--- config.mk ---
export PLATFORM = sky130hd
export DESIGN_NAME = rgb2hsv_pipe
export DESIGN_NICKNAME = d
export VERILOG_FILES = /design/src/rtl/hsv_pkg.sv /design/src/rtl/div_pipe.sv /design/src/rtl/rgb2hsv_pipe.sv
export SDC_FILE = /design/constraint.sdc
export NUM_CORES = 1
export LEC_CHECK = 0
export CORE_MARGIN = 4
export CORE_UTILIZATION = 56
export DETAILED_ROUTE_END_ITERATION = 6
export PLACE_DENSITY = 0.78
export REMOVE_ABC_BUFFERS = 1
export SLEW_MARGIN = 10
export SYNTH_ARGS = -nofsm -noshare
export SYNTH_HDL_FRONTEND = slang
export SYNTH_HIERARCHICAL = 1
export SYNTH_SLANG_ARGS = --single-unit
--- constraint.sdc ---
create_clock -name clk -period 14.15 [get_ports clk]
set_clock_uncertainty 0.15 [all_clocks]
set_input_delay 1.415 -clock clk [delete_from_list [all_inputs] [get_ports clk]]
set_output_delay 1.415 -clock clk [all_outputs]
set_load 0.03 [all_outputs]
--- src/rtl/hsv_pkg.sv ---
// Shared HSV field layout and limits for the RGB->HSV converter, keyer and HSV->RGB stage.
package hsv_pkg;
  localparam int HUE_W = 9;
  localparam int SAT_W = 7;
  localparam int VAL_W = 8;

  localparam int HUE_HI = 23;
  localparam int HUE_LO = 15;
  localparam int SAT_HI = 14;
  localparam int SAT_LO = 8;
  localparam int VAL_HI = 7;
  localparam int VAL_LO = 0;

  localparam int HUE_MAX    = 360;
  localparam int SAT_MAX    = 100;
  localparam int HUE_SECTOR = 60;
  localparam int HUE_BASE_G = 120;
  localparam int HUE_BASE_B = 240;

  localparam int RGB2HSV_LATENCY = 10;
endpackage

--- src/rtl/div_pipe.sv ---
// Pipelined unsigned restoring divider: one quotient bit resolved per stage, truncating.
module div_pipe #(
  parameter int NUM_W = 14,
  parameter int DEN_W = 8,
  parameter int Q_W   = 7
) (
  input  logic             clk,
  input  logic             rst,
  input  logic             ce,
  input  logic             in_vld,
  input  logic [NUM_W-1:0] num,
  input  logic [DEN_W-1:0] den,
  output logic             out_vld,
  output logic [Q_W-1:0]   quo
);
  localparam int CW = NUM_W + DEN_W;

  logic [CW-1:0]    rem_p [Q_W];
  logic [DEN_W-1:0] den_p [Q_W];
  logic [Q_W-1:0]   quo_p [Q_W];
  logic [Q_W-1:0]   vld_p;

  logic [CW-1:0]    rem_in [Q_W];
  logic [DEN_W-1:0] den_in [Q_W];
  logic [Q_W-1:0]   quo_in [Q_W];
  logic [CW-1:0]    trial  [Q_W];

  always_comb begin
    rem_in[0] = CW'(num);
    den_in[0] = den;
    quo_in[0] = '0;
    for (int k = 1; k < Q_W; k++) begin
      rem_in[k] = rem_p[k-1];
      den_in[k] = den_p[k-1];
      quo_in[k] = quo_p[k-1];
    end
    for (int k = 0; k < Q_W; k++) begin
      trial[k] = CW'(den_in[k]) << (Q_W - 1 - k);
    end
  end

  always_ff @(posedge clk) begin
    if (rst)
      vld_p <= '0;
    else if (ce)
      vld_p <= {vld_p[Q_W-2:0], in_vld};
  end

  // stage k resolves quotient bit Q_W-1-k
  always_ff @(posedge clk) begin
    if (ce) begin
      for (int k = 0; k < Q_W; k++) begin
        if (rem_in[k] >= trial[k]) begin
          rem_p[k] <= rem_in[k] - trial[k];
          quo_p[k] <= quo_in[k] | (Q_W'(1) << (Q_W - 1 - k));
        end else begin
          rem_p[k] <= rem_in[k];
          quo_p[k] <= quo_in[k];
        end
        den_p[k] <= den_in[k];
      end
    end
  end

  assign out_vld = vld_p[Q_W-1];
  assign quo     = quo_p[Q_W-1];
endmodule

--- src/rtl/rgb2hsv_pipe.sv ---
// RGB888 -> packed HSV {H9,S7,V8}, one pixel per clock, fixed 10-cycle latency.
module rgb2hsv_pipe
  import hsv_pkg::*;
#(
  parameter int SB_W = 24
) (
  input  logic            clk,
  input  logic            rst,
  input  logic            ce,
  input  logic            hsv_en,
  input  logic            in_valid,
  input  logic [12:0]     row,
  input  logic [12:0]     col,
  input  logic [23:0]     pixel_in,
  input  logic [SB_W-1:0] pass_in,
  output logic            out_valid,
  output logic [12:0]     row_out,
  output logic [12:0]     col_out,
  output logic [23:0]     pixel_out,
  output logic [SB_W-1:0] pass_thru
);
  localparam int LATENCY = RGB2HSV_LATENCY;
  localparam int DQ_W    = LATENCY - 3;
  localparam int HNUM_W  = 14;
  localparam int SNUM_W  = 15;
  localparam int COL_LO  = SB_W;
  localparam int ROW_LO  = SB_W + 13;
  localparam int RGB_LO  = SB_W + 26;
  localparam int SIDE_W  = SB_W + 51;
  localparam int AUX_W   = HUE_W + 1 + VAL_W + 1;

  function automatic logic [VAL_W-1:0] mag8(input logic signed [8:0] d);
    logic signed [8:0] a;
    a = d[8] ? -d : d;
    return a[VAL_W-1:0];
  endfunction

  function automatic logic [HUE_W-1:0] hue_fold(input logic [HUE_W-1:0] base,
                                                input logic neg,
                                                input logic [DQ_W-1:0] q);
    logic signed [HUE_W+1:0] h;
    if (neg)
      h = $signed({2'b00, base}) - $signed((HUE_W+2)'(q));
    else
      h = $signed({2'b00, base}) + $signed((HUE_W+2)'(q));
    if (h < 0)
      h = h + $signed((HUE_W+2)'(HUE_MAX));
    return h[HUE_W-1:0];
  endfunction

  // S1..S9 sideband: {hsv_en, rgb, row, col, pass}
  logic [SIDE_W-1:0] side_p [LATENCY-1];
  logic              vld_p1;

  always_ff @(posedge clk) begin
    if (ce) begin
      side_p[0] <= {hsv_en, pixel_in, row, col, pass_in};
      for (int k = 1; k < LATENCY - 1; k++)
        side_p[k] <= side_p[k-1];
    end
  end

  always_ff @(posedge clk) begin
    if (rst)
      vld_p1 <= 1'b0;
    else if (ce)
      vld_p1 <= in_valid;
  end

  // S1 -> S2: max/min, signed hue difference and sector base
  logic [VAL_W-1:0] r_p1, g_p1, b_p1, max_c, min_c, dlt_c;
  logic signed [8:0] d_c;
  logic [HUE_W-1:0]  base_c;

  assign r_p1 = side_p[0][RGB_LO+16 +: 8];
  assign g_p1 = side_p[0][RGB_LO+8  +: 8];
  assign b_p1 = side_p[0][RGB_LO    +: 8];

  always_comb begin
    max_c  = r_p1;
    min_c  = r_p1;
    d_c    = '0;
    base_c = '0;
    if (r_p1 >= g_p1 && r_p1 >= b_p1) begin
      max_c  = r_p1;
      min_c  = (g_p1 < b_p1) ? g_p1 : b_p1;
      d_c    = $signed({1'b0, g_p1}) - $signed({1'b0, b_p1});
      base_c = '0;
    end else if (g_p1 >= b_p1) begin
      max_c  = g_p1;
      min_c  = (r_p1 < b_p1) ? r_p1 : b_p1;
      d_c    = $signed({1'b0, b_p1}) - $signed({1'b0, r_p1});
      base_c = HUE_W'(HUE_BASE_G);
    end else begin
      max_c  = b_p1;
      min_c  = (r_p1 < g_p1) ? r_p1 : g_p1;
      d_c    = $signed({1'b0, r_p1}) - $signed({1'b0, g_p1});
      base_c = HUE_W'(HUE_BASE_B);
    end
    dlt_c = max_c - min_c;
  end

  logic [HNUM_W-1:0] hnum_p2;
  logic [SNUM_W-1:0] snum_p2;
  logic [VAL_W-1:0]  dlt_p2, max_p2;
  logic [HUE_W-1:0]  base_p2;
  logic              neg_p2, vld_p2;

  always_ff @(posedge clk) begin
    if (rst)
      vld_p2 <= 1'b0;
    else if (ce)
      vld_p2 <= vld_p1;
  end

  always_ff @(posedge clk) begin
    if (ce) begin
      hnum_p2 <= HNUM_W'(HUE_SECTOR) * HNUM_W'(mag8(d_c));
      snum_p2 <= SNUM_W'(SAT_MAX) * SNUM_W'(dlt_c);
      dlt_p2  <= dlt_c;
      max_p2  <= max_c;
      base_p2 <= base_c;
      neg_p2  <= d_c[8];
    end
  end

  // S3..S9: hue and saturation dividers with matching side lane
  logic              hvld_p9, svld_p9, vld_p9;
  logic [DQ_W-1:0]   hq_p9, sq_p9;
  logic [AUX_W-1:0]  aux_p [DQ_W];

  div_pipe #(.NUM_W(HNUM_W), .DEN_W(VAL_W), .Q_W(DQ_W)) u_hue_div (
    .clk(clk), .rst(rst), .ce(ce), .in_vld(vld_p2),
    .num(hnum_p2), .den(dlt_p2), .out_vld(hvld_p9), .quo(hq_p9)
  );

  div_pipe #(.NUM_W(SNUM_W), .DEN_W(VAL_W), .Q_W(DQ_W)) u_sat_div (
    .clk(clk), .rst(rst), .ce(ce), .in_vld(vld_p2),
    .num(snum_p2), .den(max_p2), .out_vld(svld_p9), .quo(sq_p9)
  );

  always_ff @(posedge clk) begin
    if (ce) begin
      aux_p[0] <= {base_p2, neg_p2, max_p2, (dlt_p2 == '0)};
      for (int k = 1; k < DQ_W; k++)
        aux_p[k] <= aux_p[k-1];
    end
  end

  // S9 -> S10: hue wrap, zero-divisor overrides, field pack
  logic [HUE_W-1:0]  base_p9;
  logic              neg_p9, dz_p9, en_p9;
  logic [VAL_W-1:0]  max_p9;
  logic [23:0]       rgb_p9, hsv_c;
  logic [12:0]       row_p9, col_p9;
  logic [SB_W-1:0]   sb_p9;

  assign vld_p9 = hvld_p9 & svld_p9;
  assign {base_p9, neg_p9, max_p9, dz_p9} = aux_p[DQ_W-1];
  assign en_p9  = side_p[LATENCY-2][SIDE_W-1];
  assign rgb_p9 = side_p[LATENCY-2][RGB_LO +: 24];
  assign row_p9 = side_p[LATENCY-2][ROW_LO +: 13];
  assign col_p9 = side_p[LATENCY-2][COL_LO +: 13];
  assign sb_p9  = side_p[LATENCY-2][SB_W-1:0];

  always_comb begin
    hsv_c = '0;
    hsv_c[HUE_HI:HUE_LO] = dz_p9 ? '0 : hue_fold(base_p9, neg_p9, hq_p9);
    hsv_c[SAT_HI:SAT_LO] = (max_p9 == '0) ? '0 : SAT_W'(sq_p9);
    hsv_c[VAL_HI:VAL_LO] = max_p9;
  end

  always_ff @(posedge clk) begin
    if (rst) begin
      out_valid <= 1'b0;
      pixel_out <= '0;
      row_out   <= '0;
      col_out   <= '0;
      pass_thru <= '0;
    end else if (ce) begin
      out_valid <= vld_p9;
      pixel_out <= en_p9 ? hsv_c : rgb_p9;
      row_out   <= row_p9;
      col_out   <= col_p9;
      pass_thru <= sb_p9;
    end
  end
endmodule

# [Word level (Yosys, flattened, before mapping)]
# Memories as Yosys holds them, arrays and structs flattened.
# Cells that the tools add are included.
[totals] output_inout_bits=75 mem_count=8 input_bits=79 mem_bits_rw=1333 word_cells=230 register_bits=142
[classes] reduce_logical=3 n_bitwise=29 n_lt_le_gt_ge=21 n_addsub=22 n_mux=130 n_mul=2
[mem_list] memory="side_p" depth=9 word_bits=75 read_ports=9 rd_ports_with_merged_regs=0 wr=9 line_no="rgb2hsv_pipe.sv:52" rtl="logic [SIDE_W-1:0] side_p [LATENCY-1];"
[mem_list] memory="u_sat_div.rem_p" depth=7 word_bits=23 read_ports=6 rd_ports_with_merged_regs=0 wr=7 line_no="div_pipe.sv:18" rtl="logic [CW-1:0] rem_p [Q_W];"
[mem_list] memory="u_hue_div.rem_p" depth=7 word_bits=22 read_ports=6 rd_ports_with_merged_regs=0 wr=7 line_no="div_pipe.sv:18"
[mem_list] memory="aux_p" depth=7 word_bits=19 read_ports=7 rd_ports_with_merged_regs=0 wr=7 line_no="rgb2hsv_pipe.sv:130" rtl="logic [AUX_W-1:0] aux_p [DQ_W];"
[mem_list] memory="u_hue_div.den_p" depth=7 word_bits=8 read_ports=6 rd_ports_with_merged_regs=0 wr=7 line_no="div_pipe.sv:19" rtl="logic [DEN_W-1:0] den_p [Q_W];"
[mem_list] memory="u_sat_div.den_p" depth=7 word_bits=8 read_ports=6 rd_ports_with_merged_regs=0 wr=7 line_no="div_pipe.sv:19"
[mem_list] memory="2 more memories"
[op_table] operator="two-way mux 23 bit" count=7
[op_table] operator="two-way mux 22 bit" count=7
[op_table] operator="two-way mux 7 bit" count=15
[op_table] operator="two-way mux 1 bit" count=86
[op_table] operator="two-way mux 8 bit" count=9
[op_table] operator="two-way mux 9 bit" count=4
[op_table] operator="OR 1 bit" count=28
[op_table] operator="subtractor 8 x 8 -> 9 bit" count=3
[op_table] operator=">= comparator 8 bit" count=3
[op_table] operator="< comparator 8 bit" count=3
[op_table] operator="two-way mux 24 bit" count=1
[op_table] operator=">= comparator 23 x 10 -> 1 bit" count=1
[op_table] operator=">= comparator 23 x 11 -> 1 bit" count=1
[op_table] operator=">= comparator 23 x 12 -> 1 bit" count=1
[op_table] operator=">= comparator 23 x 13 -> 1 bit" count=1
[op_table] operator=">= comparator 23 x 8 -> 1 bit" count=1
[op_table] operator=">= comparator 23 x 9 -> 1 bit" count=1
[op_table] operator="subtractor 23 x 10 -> 23 bit" count=1
[op_table] operator="subtractor 23 x 11 -> 23 bit" count=1
[op_table] operator="subtractor 23 x 12 -> 23 bit" count=1
[op_table] operator="subtractor 23 x 13 -> 23 bit" count=1
[op_table] operator="subtractor 23 x 8 -> 23 bit" count=1
[op_table] operator="subtractor 23 x 9 -> 23 bit" count=1
[op_table] operator=">= comparator 22 x 10 -> 1 bit" count=1
[op_table] operator="other kinds (27)" count=28

# [Depth between registers and ports, before layout]
# An unclocked memory read counts as a cell.
[logic_depth] word_depth=7 depth_mapped=35 depth_no_buf=32

# [By module]
# Netlist, hierarchy kept.
[by_module_without_submodules] module="rgb2hsv_pipe" cells_each=1690 area_each_um2=31435.1 n_inst=1 seq_area_each_um2=25804.7
[by_module_without_submodules] module="div_pipe at u_sat_div" cells_each=875 area_each_um2=10862.9 n_inst=1 seq_area_each_um2=6356.1
[by_module_without_submodules] module="div_pipe at u_hue_div" cells_each=880 area_each_um2=10691.5 n_inst=1 seq_area_each_um2=6175.9

# [Worst setup path after synthesis]
# No wires, ideal clock.
[synth_path] path_type="reg-to-reg" startpoint="memory side_p[0][67] (netlist name)" endpoint="register snum_p2[14] (data pin)" t_required_ns=13.742 n_path_buf=4 synth_period_minus_slack_ns=6.264 arrival_ns=5.857 path_stages_with_launch=35 setup_slack_ns=7.886 setup_ns=0.258 cell_sequence="edfxtp_1 -> inv_1 -> ha_1 -> nor2b_1 -> o31a_1 -> o21ai_1 -> nand2_2 -> nor2b_4 -> buf_6 -> inv_4 -> buf_2 -> clkbuf_1 -> clkbuf_1 -> a22o_1 -> ha_1 -> nor2b_1 -> o21ai_0 -> nand2b_1 -> a21o_1 -> a21o_1 -> a21o_1 -> a21oi_1 -> xnor2_1 -> xnor2_1 -> fa_1 -> inv_1 -> ha_1 -> inv_1 -> o21bai_1 -> a21oi_1 -> nor2_1 -> o21ai_0 -> nand2b_1 -> a21oi_1 -> xnor2_1"
[synth_rtl] item="from (decl)" line_no="rgb2hsv_pipe.sv:52"
[synth_rtl] item="to (signal assigned)" line_no="rgb2hsv_pipe.sv:119" rtl="snum_p2 <= SNUM_W'(SAT_MAX) * SNUM_W'(dlt_c);"
[synth_rtl] item="to (decl)" line_no="rgb2hsv_pipe.sv:104" rtl="logic [SNUM_W-1:0] snum_p2;"

==> reports/results.txt <==
The number of vias per cell after detailed routing works out to 5.382. The run gives 57,040 um as the detailed placement HPWL. For this run, design rule violations remaining after detail routing come to 0.

For this design the static power due to leakage is 22.14 nW. The final route contains 27,164 vias. VDD sags by at most 0.3350 mV.

The most used flip-flop cell after synthesis is edfxtp_1. The post-route fraction of the period consumed by the critical path is 49.94%. The commonest cells after synthesis are edfxtp_1, nor2_1, inv_1. Capture instance of the worst register-to-register path: snum_p2[14].

In this run the most critical hold path is launched from side_p[0][19]. The cell sitting at the root of the clock tree is a clkbuf_16. Sequential cells burn 42.2% of the power. The routed design uses 3904 um of met3 wire. The tools report the total number of placement rows as 112. After global routing the overflow that remains totals 0. The later pin in the worst-skew pair is clocked with a latency of 0.73 ns.

The total wire length after detailed routing was 86,820 um; the flop and latch count out of synthesis was 1,307. After synthesis, the netlist uses 98 different library cells. The top cell type's share of synthesized area is 68.91%. The detailed router used layers up to and including met4. The transition time at the pin with the least slew margin was 1.130 ns.

Worst-case clock buffer depth: 3. The first detailed-routing pass ran for 6 iterations. 0 antenna diodes ended up in the layout. The x dimension of the die works out to 315.6 um. At the end of routability-driven placement, the weighted congestion stood at 0.8652. By area the synthesized netlist is led by edfxtp_1, ha_1, dfxtp_1, xnor2_1, nor2_1.

In this design, the critical path's most frequently occurring cell is ha_1. Setup repair after global routing left no endpoint under its margin. The fraction of the yosys area taken by sequential cells was 72.35%; the number of global-route vias before repair was 26,746. The tools report the type of element capturing the critical path as a register. The number of hold-repair buffers added at the cts stage came out at 0.

STA puts the critical path data arrival time at 7.39 ns. Clock-pin slew was measured on the worst setup and hold paths at 0.06 ns. The detail route stage leaves a number of antenna-violating nets equal to 0. Summed over all instances, the cell type with the most area after synthesis is edfxtp_1.

For this design, the slowest cell found on the critical path is nor2b_4. In the synthesized netlist, the number of instances is 3,445. The height of the chip is 315.6 um, and the CTS H-tree depth is 4. The die covers 99,610 um2.

The clock net in this run drives a total of 1,307 sinks. The run finished with clean final reports. For the number of gates resized after cts, the log shows 0. The routed wire length per instance was 17.20 um; the initial antenna violation count was 1. Each instance of the synthesized netlist takes up on average 15.38 um2. The area growth from synthesis to layout is 13.80%. For the placeable core area, the log shows 93,610 um2. Yosys mapped a number of flops with a built-in enable equal to 1,216. Adding up every negative setup slack in the final design gives 0 ns. In the post-synthesis netlist, the cell with the most instances is edfxtp_1. Top fanout value on the critical path: 34.

After the first detailed-routing iteration, the DRC count stood at 2,099. The tools report the total of endpoints with negative setup slack in the final report as 0. The quantity of I/O buffers inserted on ports is 153, and the worst max-slew margin expressed relative to the limit is 24.67%. Counting flops with an async set or reset pin after synthesis yields a share of 0%. For the worst flop-to-flop path, the logic depth is 30. For the internal reg-to-reg setup slack, the log shows 7.08 ns.

Summed over all nets, the switching power comes to 3.952 mW. The tools report the fill cell instance count of the final layout as 6,565. The number of primary I/O pins was 154.

Entering global routing, the biggest net connects 175 pins. The critical path's largest stage delay was 0.60 ns. The worst hold path belongs to the class reg -> reg. After layout, the minimum clock period comes to 7.067 ns. For this run, the number of Yosys warnings is 6. The logs give 3,994 for the final layout net count and 38,200 um for the met1 wire length.

Net switching is 30.72% of the power. The power per unit of standard cell area came out at 213.3 nW/um2. The run gives 14.48 ns as the required arrival time at the worst endpoint.

The share of total power dissipated in the clock network is 26.3%. The total count of max-transition violations in the final report was 0; the area of the mapped netlist was 52,990 um2. The sink of the worst hold path was side_p[0][94]. For the number of hold-slack violations in the final timing report, the log shows 0. The number of setup buffers added after CTS came out at 0. For the first-pass GRT wire length, the log shows 138,200 um.

The total routing resource utilization after global routing is 17.42%, and the final design instance area without fill is 60,300 um2. Maximum frequency from static timing analysis: 141.5 MHz. The internal power component is 8.914 mW, and the clock buffer count from CTS is 134.

Startpoint of the worst register-to-register path: side_p[0][67]. The setup path with the least slack is of type reg -> reg. The tools report the portion of total power attributed to combinational logic as 31.6%.

In the detailed route, the total length drawn on met2 is 42,540 um. The initial core utilization came out at 56.61%. Max-cap violations in this run came to 0. Counting instances, the worst hold path has a depth of 0.

TritonCTS built the clock tree. The placed instances occupy a cell area of 56,000 um2. The share of cells above drive strength 1 came out at 7.909%. The category of the worst setup path launch point is a register.
worst max-delay path: cells and delay by family (launching register included):
kind            cells  cell delay, ns
flops               1            0.54
simple gates        7            1.31
fa+ha+maj           7            2.35
xor+xnor            2            0.42
buf+inv             5            0.58
compound gates      9            1.42
cell families (layout without fill, tap and decap cells):
| kind of cell | Yosys count | count (layout) | synth area share (%) |
|---|---|---|---|
| DFF | 1307 | 1307 | 72.35 |
| and+or+nand+nor | 741 | 741 | 7.327 |
| AOI/OAI and AO/OA | 534 | 534 | 6.501 |
| buffers and inverters | 311 | 652 | 2.283 |
| adders and majority gates | 228 | 228 | 5.809 |
| xor gates and xnor gates | 205 | 205 | 3.417 |
| muxes | 118 | 118 | 2.309 |
| other | 1 | 8 | 0.007077 |
per-stage QoR:
step / hold WS [ns] / power [mW] / cells / setup WS (ns) / util (%)
2_1_floorplan: 0.2503 / 8.549 / 3379 / 7.810 / -
3_3_place_gp: 0.2501 / 9.378 / 4805 / 7.248 / 59.82
3_5_place_dp: 0.2545 / 9.529 / 4805 / 7.141 / 59.82
4_1_cts: 0.2543 / 12.97 / 5047 / 7.100 / 64.42
5_1_grt: 0.2618 / 13.76 / 5047 / 6.538 / 64.42
6_report: 0.2531 / 12.87 / 5047 / 7.083 / 64.42
flip-flops by register name, indices dropped and copies added (netlist names), 24 cells and up:
register         flops
u_sat_div/rem_p    131
u_sat_div/den_p     48
side_p             675
aux_p               91
u_hue_div/den_p     48
u_hue_div/quo_p     28
pixel_out           24
u_hue_div/rem_p    125
pass_thru           24
u_sat_div/quo_p     28
worst max path at each step:
stage	start	slack (ns)	end	cells past startpoint
3_5_place_dp	side_p[0][67]	7.14	snum_p2[14]	30
2_1_floorplan	side_p[0][63]	7.81	snum_p2[14]	29
3_3_place_gp	side_p[0][67]	7.25	snum_p2[14]	30
6_report	side_p[0][67]	7.08	snum_p2[14]	30
4_1_cts	side_p[0][67]	7.10	snum_p2[14]	30
5_1_grt	side_p[0][67]	6.54	snum_p2[14]	30
layout make-up:
cell class | count | area [um2] | area share (%)
Sequential cell | 1307 | 38340 | 63.57
Multi-Input combinational cell | 1834 | 13470 | 22.34
Clock buffer | 173 | 3603 | 5.975
Timing Repair Buffer | 172 | 1727 | 2.863
Tap cell | 1254 | 1569 | 2.602
Inverter | 238 | 895.9 | 1.486
Clock inverter | 69 | 699.4 | 1.160
metal layers:
metal	vias up	track usage (%)
met3	158	3.284
met1	13087	23.08
met5	-	0
met2	561	29.27
met4	0	5.947
li1	13358	-
placed cells by master, fill, tap and decap left out, drive strengths merged, types with 12 or more instances in the layout:
cell,synthesis,layout
clkdlybuf4s50,0,151
edfxtp,1216,1216
nand4,24,24
a31oi,16,16
o211ai,13,13
nor3,62,62
or3,12,12
o31a,12,12
nor4,32,32
nand4b,15,15
ha,198,198
xor2,80,80
mux2i,87,87
fa,30,30
or4,19,19
a211oi,33,33
a21oi,156,156
nand3,38,38
o21bai,16,16
clkbuf,53,173
nand2b,42,42
nor3b,12,12
o31ai,13,13
a21o,41,41
buf,20,21
nand3b,12,12
mux2,31,31
or2,16,16
o21a,37,37
nor2b,44,44
o21ai,124,124
inv,238,245
dfxtp,91,91
nor2,262,262
clkinv,0,48
and3,14,14
xnor2,125,125
nand2,105,105
power by group through the flow:
stage | clock (mW) | sequential [mW] | combinational [mW]
floorplan | 0 | 5.39 | 3.16
global placement | 0 | 5.47 | 3.90
detailed placement | 0 | 5.50 | 4.03
CTS | 3.48 | 5.42 | 4.07
global route | 3.64 | 5.47 | 4.64
finish | 3.38 | 5.42 | 4.06
Note: power is estimated with default switching activity, not from simulation.
